**src/rtl/ram_init_loader_pkg.sv**
```systemverilog
// Shared memory-controller constants: loader FSM state encodings and the default clear word.
`default_nettype none

package ram_init_loader_pkg;

  typedef enum logic [1:0] {
    CLEAR = 2'd0,
    RUN   = 2'd1,
    LOAD  = 2'd2
  } state_t;

  localparam int DEFAULT_FILL = 0;

endpackage

`default_nettype wire

```
**src/rtl/ram_init_loader.sv**
```systemverilog
// RAM front-end: clears the RAM after reset, then arbitrates between CPU accesses and
// download sessions; all RAM-side signals are registered.
`default_nettype none

module ram_init_loader
  import ram_init_loader_pkg::*;
#(
  parameter int addr_width_g = 11,
  parameter int data_width_g = 8,
  parameter int fill_value_g = DEFAULT_FILL
) (
  input  logic                    clock,
  input  logic                    reset,
  input  logic                    dl_active,
  input  logic                    dl_wr,
  input  logic [addr_width_g-1:0] dl_addr,
  input  logic [data_width_g-1:0] dl_data,
  input  logic                    cpu_cs,
  input  logic                    cpu_wren,
  input  logic [addr_width_g-1:0] cpu_addr,
  input  logic [data_width_g-1:0] cpu_data,
  output logic                    ram_clken,
  output logic                    ram_wren,
  output logic [addr_width_g-1:0] ram_address,
  output logic [data_width_g-1:0] ram_data,
  output logic                    cpu_wait,
  output logic                    ready,
  output logic [addr_width_g:0]   dl_count
);

  localparam logic [addr_width_g:0]   DL_MAX = {1'b1, {addr_width_g{1'b0}}};
  localparam logic [data_width_g-1:0] FILL   = data_width_g'(fill_value_g);

  state_t                  state_q, state_d;
  logic [addr_width_g-1:0] clear_addr_q, clear_addr_d;
  logic [addr_width_g:0]   dl_count_q, dl_count_d;
  logic                    ram_clken_q, ram_clken_d;
  logic                    ram_wren_q, ram_wren_d;
  logic [addr_width_g-1:0] ram_address_q, ram_address_d;
  logic [data_width_g-1:0] ram_data_q, ram_data_d;

  always_ff @(posedge clock) begin
    if (reset) begin
      state_q       <= CLEAR;
      clear_addr_q  <= '0;
      dl_count_q    <= '0;
      ram_clken_q   <= 1'b0;
      ram_wren_q    <= 1'b0;
      ram_address_q <= '0;
      ram_data_q    <= '0;
    end else begin
      state_q       <= state_d;
      clear_addr_q  <= clear_addr_d;
      dl_count_q    <= dl_count_d;
      ram_clken_q   <= ram_clken_d;
      ram_wren_q    <= ram_wren_d;
      ram_address_q <= ram_address_d;
      ram_data_q    <= ram_data_d;
    end
  end

  always_comb begin
    state_d       = state_q;
    clear_addr_d  = clear_addr_q;
    dl_count_d    = dl_count_q;
    ram_clken_d   = 1'b0;
    ram_wren_d    = 1'b0;
    ram_address_d = ram_address_q;
    ram_data_d    = ram_data_q;

    case (state_q)
      CLEAR: begin
        // A download pre-empts the clear for good; its image owns the RAM afterwards.
        if (dl_active) begin
          state_d    = LOAD;
          dl_count_d = '0;
        end else begin
          ram_clken_d   = 1'b1;
          ram_wren_d    = 1'b1;
          ram_address_d = clear_addr_q;
          ram_data_d    = FILL;
          clear_addr_d  = clear_addr_q + 1'b1;
          if (clear_addr_q == '1) state_d = RUN;
        end
      end
      RUN: begin
        if (cpu_cs) begin
          ram_clken_d   = 1'b1;
          ram_wren_d    = cpu_wren;
          ram_address_d = cpu_addr;
          ram_data_d    = cpu_data;
        end
        if (dl_active) begin
          state_d    = LOAD;
          dl_count_d = '0;
        end
      end
      LOAD: begin
        if (dl_wr) begin
          ram_clken_d   = 1'b1;
          ram_wren_d    = 1'b1;
          ram_address_d = dl_addr;
          ram_data_d    = dl_data;
          if (dl_count_q != DL_MAX) dl_count_d = dl_count_q + 1'b1;
        end
        if (!dl_active) state_d = RUN;
      end
      default: state_d = CLEAR;
    endcase
  end

  assign ram_clken   = ram_clken_q;
  assign ram_wren    = ram_wren_q;
  assign ram_address = ram_address_q;
  assign ram_data    = ram_data_q;
  assign dl_count    = dl_count_q;
  assign ready       = (state_q == RUN);
  assign cpu_wait    = cpu_cs && (state_q != RUN);

endmodule

`default_nettype wire
```
**config.mk**
```make
export PLATFORM = sky130hd
export DESIGN_NAME = ram_init_loader
export DESIGN_NICKNAME = d
export VERILOG_FILES = /design/src/rtl/ram_init_loader_pkg.sv /design/src/rtl/ram_init_loader.sv
export SDC_FILE = /design/constraint.sdc
export NUM_CORES = 1
export LEC_CHECK = 0
export CORE_UTILIZATION = 50
export CTS_BUF_LIST = sky130_fd_sc_hd__clkbuf_16
export CTS_CLUSTER_DIAMETER = 200
export DETAILED_ROUTE_END_ITERATION = 10
export PLACE_DENSITY = 0.85
export REMOVE_ABC_BUFFERS = 1
export SYNTH_ARGS = -nofsm -noshare
export SYNTH_HDL_FRONTEND = slang
export SYNTH_SLANG_ARGS = --single-unit
```
**constraint.sdc**
```tcl
create_clock -name clock -period 5.6 [get_ports clock]
set_input_delay 1.68 -clock clock [delete_from_list [all_inputs] [get_ports clock]]
set_output_delay 1.68 -clock clock [all_outputs]
set_load 0.02 [all_outputs]
```
Word level (Yosys, flattened, before mapping)
Index checks and enable logic that the tools add are counted.
Cells by class
  $add $sub $neg: 2
  multiply operators: 0
  div/mod/pow operators: 0
  order comparisons: 0
  equality and inequality tests: 13
  shift-type cells: 0
  multiplexer cells: 23
  bitwise logic cells: 1
  reduce and logical (&&, ||, !) cells: 9
Operator list (number)
  2-to-1 mux 12 bit: 3
  2-to-1 mux 11 bit: 3
  case mux 11 bit (3 select lines): 1
  2-to-1 mux 8 bit: 3
  case mux 12 bit (2 select lines): 1
  case mux 8 bit (3 select lines): 1
  adder 12 x 1 -> 12 bit (second input constant): 1
  != test 12 bit (second input constant): 1
  != test 2 bit (second input constant): 6
  adder 11 x 1 -> 11 bit (second input constant): 1
  == test 11 bit (second input constant): 1
  2-to-1 mux 2 bit: 4
  AND reduction 4 bit: 2
  case mux 1 bit (3 select lines): 2
  case mux 2 bit (3 select lines): 1
  2-to-1 mux 1 bit: 4
  != test 2 x 1 -> 1 bit (second input constant): 2
  != test 3 bit (second input constant): 1
  AND reduction 3 bit: 1
  nonzero test 3 bit: 1
  == test 2 x 1 -> 1 bit (second input constant): 1
  == test 2 bit (second input constant): 1
  logical NOT 2 bit: 1
  AND reduction 2 bit: 1
  4 further kinds: 4
Storage, ports and cells
  register bits after elaboration: 46
  latch bits: 0
  bits in writable memories: 0
  ROM bits: 0
  bits of input ports: 44
  output and inout bits: 35
  logic and storage cells: 55
  memories kept: 0

Depth between registers and ports, before layout
Gate-level depths: netlist of run 1.
  depth in word-level cells: 4
  mapped depth: 8
  mapped depth without buffers: 6

Least setup slack after synthesis of run 1
No wires, ideal clock.
  kind: input to output
  start point: input cpu_cs
  end point: output cpu_wait
  data arrival time: 2.007 ns
  required time: 3.920 ns
  path slack: 1.913 ns
  cell stages on the path: 1
  buffers on the path: 0
  cell sequence: nor2b_1
Between the ends
  word-level cells in the longest chain between the ends: 1
RTL lines
  start, declared: line ram_init_loader.sv:18  | input logic cpu_cs,
  logical AND 1 bit: line ram_init_loader.sv:118  | assign cpu_wait = cpu_cs && (state_q != RUN);
  end, declared: line ram_init_loader.sv:26  | output logic cpu_wait,
Every way passes these cells.

Final worst setup path of run 1
Same ends and word-level chain as after synthesis.

==> results of run 1 <==
-- placed cells by master (no fill, tap or decap), types with 4 or more instances in the layout --
master and count:
dfxtp_1 46, a21oi_1 34, mux2i_1 4, inv_1 11, nor2b_1 5, nand3b_1 4, a22o_1 8, xnor2_1 6
clkbuf_16 5, o211ai_1 11, nor4_1 7, or4_1 7, nor2_1 10, nand2_1 41, ha_1 7, o31ai_1 6
or3_1 4, nand4_1 5, nand3_1 20, a22oi_1 11, clkdlybuf4s50_1 78
-- worst register-to-register path: stages, from the launching register on --
cell,delay [ns]
dfxtp_1,0.46
inv_1,0.12
ha_1,0.54
nor2b_4,0.29
nor4_4,0.86
o211ai_1,0.21
a21oi_1,0.17
-- layer usage --
metal	global-route usage, %	vias up	wire (microns)
li1	-	1213	-
met1	28.73	1135	2622
met2	42.66	99	2957
met3	4.861	18	417
met4	7.190	0	137
met5	0	-	0
-- layout make-up --
class,instances,area (sq um),area share (%)
repair buffers,79,788.3,23.45
clock inverters,2,7.507,0.2233
flip-flops and latches,46,920.9,27.39
well taps,67,83.83,2.493
inverters,9,33.78,1.005
clock buffers,5,125.1,3.722
multi-input cells,220,1403,41.72
-- stage by stage --
step	hold WS, ns	worst slack [ns]	cell area, sq um
5_1_grt	0.4640	0.8746	3362
2_1_floorplan	0.4604	1.913	2357
3_3_place_gp	0.4413	0.9206	3229
6_report	0.4525	0.9051	3362
3_5_place_dp	0.4464	0.9099	3229
4_1_cts	0.4539	0.9061	3362
-- sequential cells by signal, indices dropped and copies added (netlist names) --
signal	count
clear_addr_q	11
dl_count	12
ram_address	11
ram_clken	1
ram_data	8
ram_wren	1
state_q	2
-- kinds of logic (layout without fill, tap and decap cells) --
kind of cell / count (synthesis) / in the layout / share of synthesized area [%]
flip-flops: 46 / 46 / 37.63
adder cells (fa/ha/maj): 7 / 7 / 3.579
AO/OA/AOI/OAI: 82 / 82 / 22.55
AND/OR/NAND/NOR: 117 / 117 / 25.66
buffers and inverters: 29 / 95 / 5.061
XOR/XNOR: 7 / 7 / 2.505
multiplexers: 7 / 7 / 3.016
-- where the power goes --
group,switching (mW),internal (mW)
logic,0.448,0.300
registers,0.0430,0.388
clock network,0.109,0.159
total,0.600,0.847
-- path summary, 6_finish.rpt --
path,cells past startpoint,slack (ns),from,endpoint
setup / recovery,3,0.91,cpu_cs,cpu_wait
hold / removal,2,0.45,ram_data[1]$_SDFFE_PP0P_,ram_data[1]$_SDFFE_PP0P_
setup reg to reg,6,2.87,state_q[0]$_SDFFE_PP0P_,ram_address[2]$_SDFFE_PP0P_
hold reg to reg,2,0.45,ram_data[1]$_SDFFE_PP0P_,ram_data[1]$_SDFFE_PP0P_
==> results.json, run 1 <==
{
  "grt_pass1_wl_microns": 9791,
  "viasPerCell": 5.759,
  "fp.dieW_microns": 71.96,
  "vias": 2465,
  "rows": 25,
  "h-tree-depth": 2,
  "fin_setup_tns_ns": 0,
  "synth_top_area_share_pct": 37.63,
  "crit_required_ns": 3.92,
  "synth_top_cell_by_area": "dfxtp_1",
  "cp-end-kind": "output pin",
  "yosysWarnings": 0,
  "synth-seq-cells": 46,
  "cts_buffers": 5,
  "synth.avg_cell_area_sq_um": 8.296,
  "synthArstFlopShare_pct": 0,
  "cp_max_fo": 4,
  "start_util_pct": 51.81,
  "insertion_delay_ns": 0.28,
  "fin_util_pct": 71.18,
  "instances_no_fill": 428,
  "insertedDiodeCount": 0,
  "ios": 79,
  "grt_start_max_net_pins": 39,
  "synthTopCellsByCount": "46 x dfxtp_1, 41 x nand2_1, 34 x a21oi_1, 20 x nand3_1, 12 x clkbuf_1",
  "dieArea_sq_um": 5178,
  "cp_num_buf_inv": 2,
  "drive_gt1_share_pct": 4.432,
  "arrival_ns": 3.01,
  "syn_area_sq_um": 2447,
  "power_mw": 1.447,
  "postCtsSetupBuffers": 0,
  "first_pass_iters": 4,
  "path_cells": "clkdlybuf4s50_1, nor2b_1, clkdlybuf4s50_1",
  "numClockSinks": 46,
  "ys_top_cells_by_area": "dfxtp_1 38%, a21oi_1 7.0%, nand2_1 6.3%",
  "worstMarginPinSlew_ns": 1.166,
  "seq_area_frac_synth_pct": 37.63,
  "grtUsageTotal_pct": 23.80,
  "fin_skew_ns": 0.005196,
  "fin_crit_sh_pct": 83.84,
  "synth_flop_cell": "dfxtp_1",
  "finalSetupViolCount": 0,
  "slew_viol_final": 0,
  "drc": 0,
  "fill_cells": 370,
  "dieHeight_microns": 71.96,
  "areaGrowthSynthToFinish_pct": 37.37,
  "power_density_nw_per_um2": 430.5,
  "yosys.cell_count.top_type": "dfxtp_1",
  "ant_nets": 0,
  "hpwl_microns": 4205,
  "slowest_delay_ns": 0.63,
  "path_common_cell": "clkdlybuf4s50_1",
  "final_nets": 412,
  "grt_pass1_vias": 2165,
  "cts_tree": "built",
  "syn_inst": 295,
  "p_leak_nw": 1.101,
  "slew_headroom_pct": 22.09,
  "clock-root-buffer": "clkbuf_16",
  "drt_iter0_markers": 138,
  "cts_resized": 0,
  "cp_top_family": "buffers and inverters",
  "wire_per_inst_microns": 14.33,
  "peakVddDrop_mv": 0.2521,
  "path_clk_slew_ns": 0.05,
  "status": "completed",
  "min_path_type": "flip-flop to flip-flop",
  "antenna_found_initial": 0,
  "io_buffers": 78,
  "dp.cells": 421,
  "crit_path_start_kind": "input pin",
  "ys_types": 45,
  "cts.hold.buffers_added": 0,
  "coreArea_sq_um": 4723,
  "rsz0062_at_grt": "no",
  "gp_congestion": 0.8053,
  "criticalPathCategory": "input pin to output pin",
  "synth_edf_count": 0,
  "clockBufferDepth": 2,
  "max_freq_mhz": 213.0,
  "hold_viol_final": 0,
  "grt-ovfl-total": 0,
  "drv_cap": 0,
  "min_period_ns": 4.695,
  "routed_wl_microns": 6134,
  "crit_slowest_cell": "clkdlybuf4s50_1"
}
Note: power is estimated with default switching activity, not from simulation.
==> inputs of run 2 (changes only) <==
CORE_UTILIZATION = 46   (was 50)
PLACE_DENSITY = 0.79   (was 0.85)
clock period = 4.6 ns   (was 5.6 ns; I/O delays follow)
==> run 2 against run 1 <==
  * Worst hold slack gained 0.00053 ns
  * Non-clock buffer count grew 1
  * Count of clock-buffer cells in the layout is the same
  * Power grew 23%
  * Routed wire length grew 2.3%
  * Core utilization shrank 5.0 points
  * Flip-flop and latch count is the same
  * Clock power grew 27%
  * Clock skew shrank 0.00070 ns
  * Worst setup slack lost 0.34 ns
  * Critical endpoint unchanged
==> results.json, run 2 (synthesis results as in run 1) <==
{
  "status": "completed",
  "first_pass_iters": 5,
  "dieHeight_microns": 74.94,
  "insertion_delay_ns": 0.28,
  "drive_gt1_share_pct": 5.234,
  "rsz0062_at_grt": "no",
  "layout_common_cells": "78 x clkdlybuf4s50_1, 46 x dfxtp_1, 41 x nand2_1",
  "route.met3.wl_microns": 426,
  "final_common_cell": "clkdlybuf4s50_1",
  "rows": 26,
  "grt_start_max_net_pins": 38,
  "path_clk_slew_ns": 0.06,
  "fin_skew_ns": 0.004499,
  "postCtsSetupBuffers": 0,
  "start_util_pct": 47.92,
  "vias": 2447,
  "met2_length_microns": 2991,
  "cts_buffers": 5,
  "crit_path_end": "cpu_wait",
  "wire_per_inst_microns": 14.49,
  "numClockSinks": 46,
  "drc": 0,
  "highest_layer": "met4",
  "areaGrowthSynthToFinish_pct": 38.19,
  "viasPerCell": 5.651,
  "gp_congestion": 0.8005,
  "max_freq_mhz": 247.9,
  "cp_max_fo": 4,
  "ios": 79,
  "drv_cap": 0,
  "drt_iter0_markers": 143,
  "slew_viol_final": 0,
  "finalSetupViolCount": 0,
  "grt_pass1_wl_microns": 9701,
  "min_path_type": "flip-flop to flip-flop",
  "hold_viol_final": 0,
  "peakVddDrop_mv": 0.2579,
  "power_density_nw_per_um2": 528.2,
  "crit_required_ns": 3.22,
  "fp.dieW_microns": 74.94,
  "cts_tree": "built",
  "coreArea_sq_um": 5107,
  "routed_wl_microns": 6273,
  "fin_crit_sh_pct": 87.69,
  "insertedDiodeCount": 0,
  "wl_met1_microns": 2801,
  "place_ws_ns": 0.5634,
  "grtUsageTotal_pct": 22.15,
  "arrival_ns": 2.65,
  "clockBufferDepth": 2,
  "fin_setup_tns_ns": 0,
  "fill_cells": 431,
  "ant_nets": 0,
  "h-tree-depth": 2,
  "worstMarginPinSlew_ns": 1.001,
  "clock-root-buffer": "clkbuf_16",
  "p_leak_nw": 1.100,
  "cts_resized": 0,
  "r2r-end": "ram_address[9]$_SDFFE_PP0P_",
  "reg2reg_depth": 6,
  "antenna_found_initial": 0,
  "criticalPathCategory": "input pin to output pin",
  "cp-startpoint": "cpu_cs",
  "final_nets": 413,
  "r2r_setup_slack_ns": 1.82,
  "grt-ovfl-total": 0,
  "io_buffers": 78,
  "grt_pass1_vias": 2169,
  "min_period_ns": 4.034,
  "largest_reg_flops": 12,
  "dieArea_sq_um": 5616,
  "setup_ws_ns": 0.5663,
  "cp-end-kind": "output pin",
  "cts.hold.buffers_added": 0,
  "rr_startpoint": "state_q[0]$_SDFFE_PP0P_",
  "hpwl_microns": 4254,
  "slew_headroom_pct": 32.75,
  "crit_path_start_kind": "input pin"
}
run 2: changes by cell type in the layout (fill, tap and decap cells not counted), sizes merged:
cell,delta
clkinv,+2
clkinvlp,+1
buf,+1
inv,-2
run 2: power breakdown:
group / internal [mW] / switching [mW] / total, mW
logic: 0.372 / 0.545 / 0.917
clock network: 0.198 / 0.144 / 0.342
registers: 0.472 / 0.0551 / 0.527
total: 1.04 / 0.744 / 1.79
run 2: critical path: stages:
cell             delay (ns)
clkdlybuf4s50_1        0.52
nor2b_1                0.14
clkdlybuf4s50_1        0.62
run 2: cell type report:
class	instances	area (sq um)	area share (%)
Multi-Input combinational cell	220	1403	41.47
Sequential cell	46	920.9	27.23
Timing Repair Buffer	80	795.8	23.53
Clock buffer	5	125.1	3.700
Tap cell	70	87.58	2.590
Inverter	9	33.78	0.9989
Clock inverter	3	16.27	0.4809
run 2: worst min path at each step:
stage | start | endpoint | slack [ns] | depth (start not counted)
final | ram_data[1]$_SDFFE_PP0P_ | ram_data[1]$_SDFFE_PP0P_ | 0.45 | 2
after global routing | ram_address[10]$_SDFFE_PP0P_ | ram_address[10]$_SDFFE_PP0P_ | 0.47 | 2
after CTS | ram_address[10]$_SDFFE_PP0P_ | ram_address[10]$_SDFFE_PP0P_ | 0.46 | 2
after detailed placement | ram_address[5]$_SDFFE_PP0P_ | ram_address[5]$_SDFFE_PP0P_ | 0.45 | 2
after global placement | ram_data[1]$_SDFFE_PP0P_ | ram_data[1]$_SDFFE_PP0P_ | 0.44 | 2
after floorplan | clear_addr_q[1]$_SDFFE_PP0N_ | clear_addr_q[1]$_SDFFE_PP0N_ | 0.46 | 2
run 2: per-stage QoR:
step                      util (%)  hold WS [ns]  cell area (sq um)  power [mW]  std cells
after CTS                    66.22        0.4553               3382       1.795        433
final                        66.22        0.4530               3382       1.786        433
after detailed placement     63.45        0.4459               3241       1.452        425
after global routing         66.22        0.4721               3382       1.916        433
after global placement       63.45        0.4412               3241       1.426        425
after floorplan                  -        0.4604               2357       1.120        275
run 2: routing by layer:
| metal | track usage, % | vias to the layer above |
|---|---|---|
| met4 | 5.870 | 0 |
| met2 | 40.34 | 62 |
| met1 | 26.83 | 1160 |
| met5 | 0 | - |
| li1 | - | 1218 |
| met3 | 3.882 | 7 |
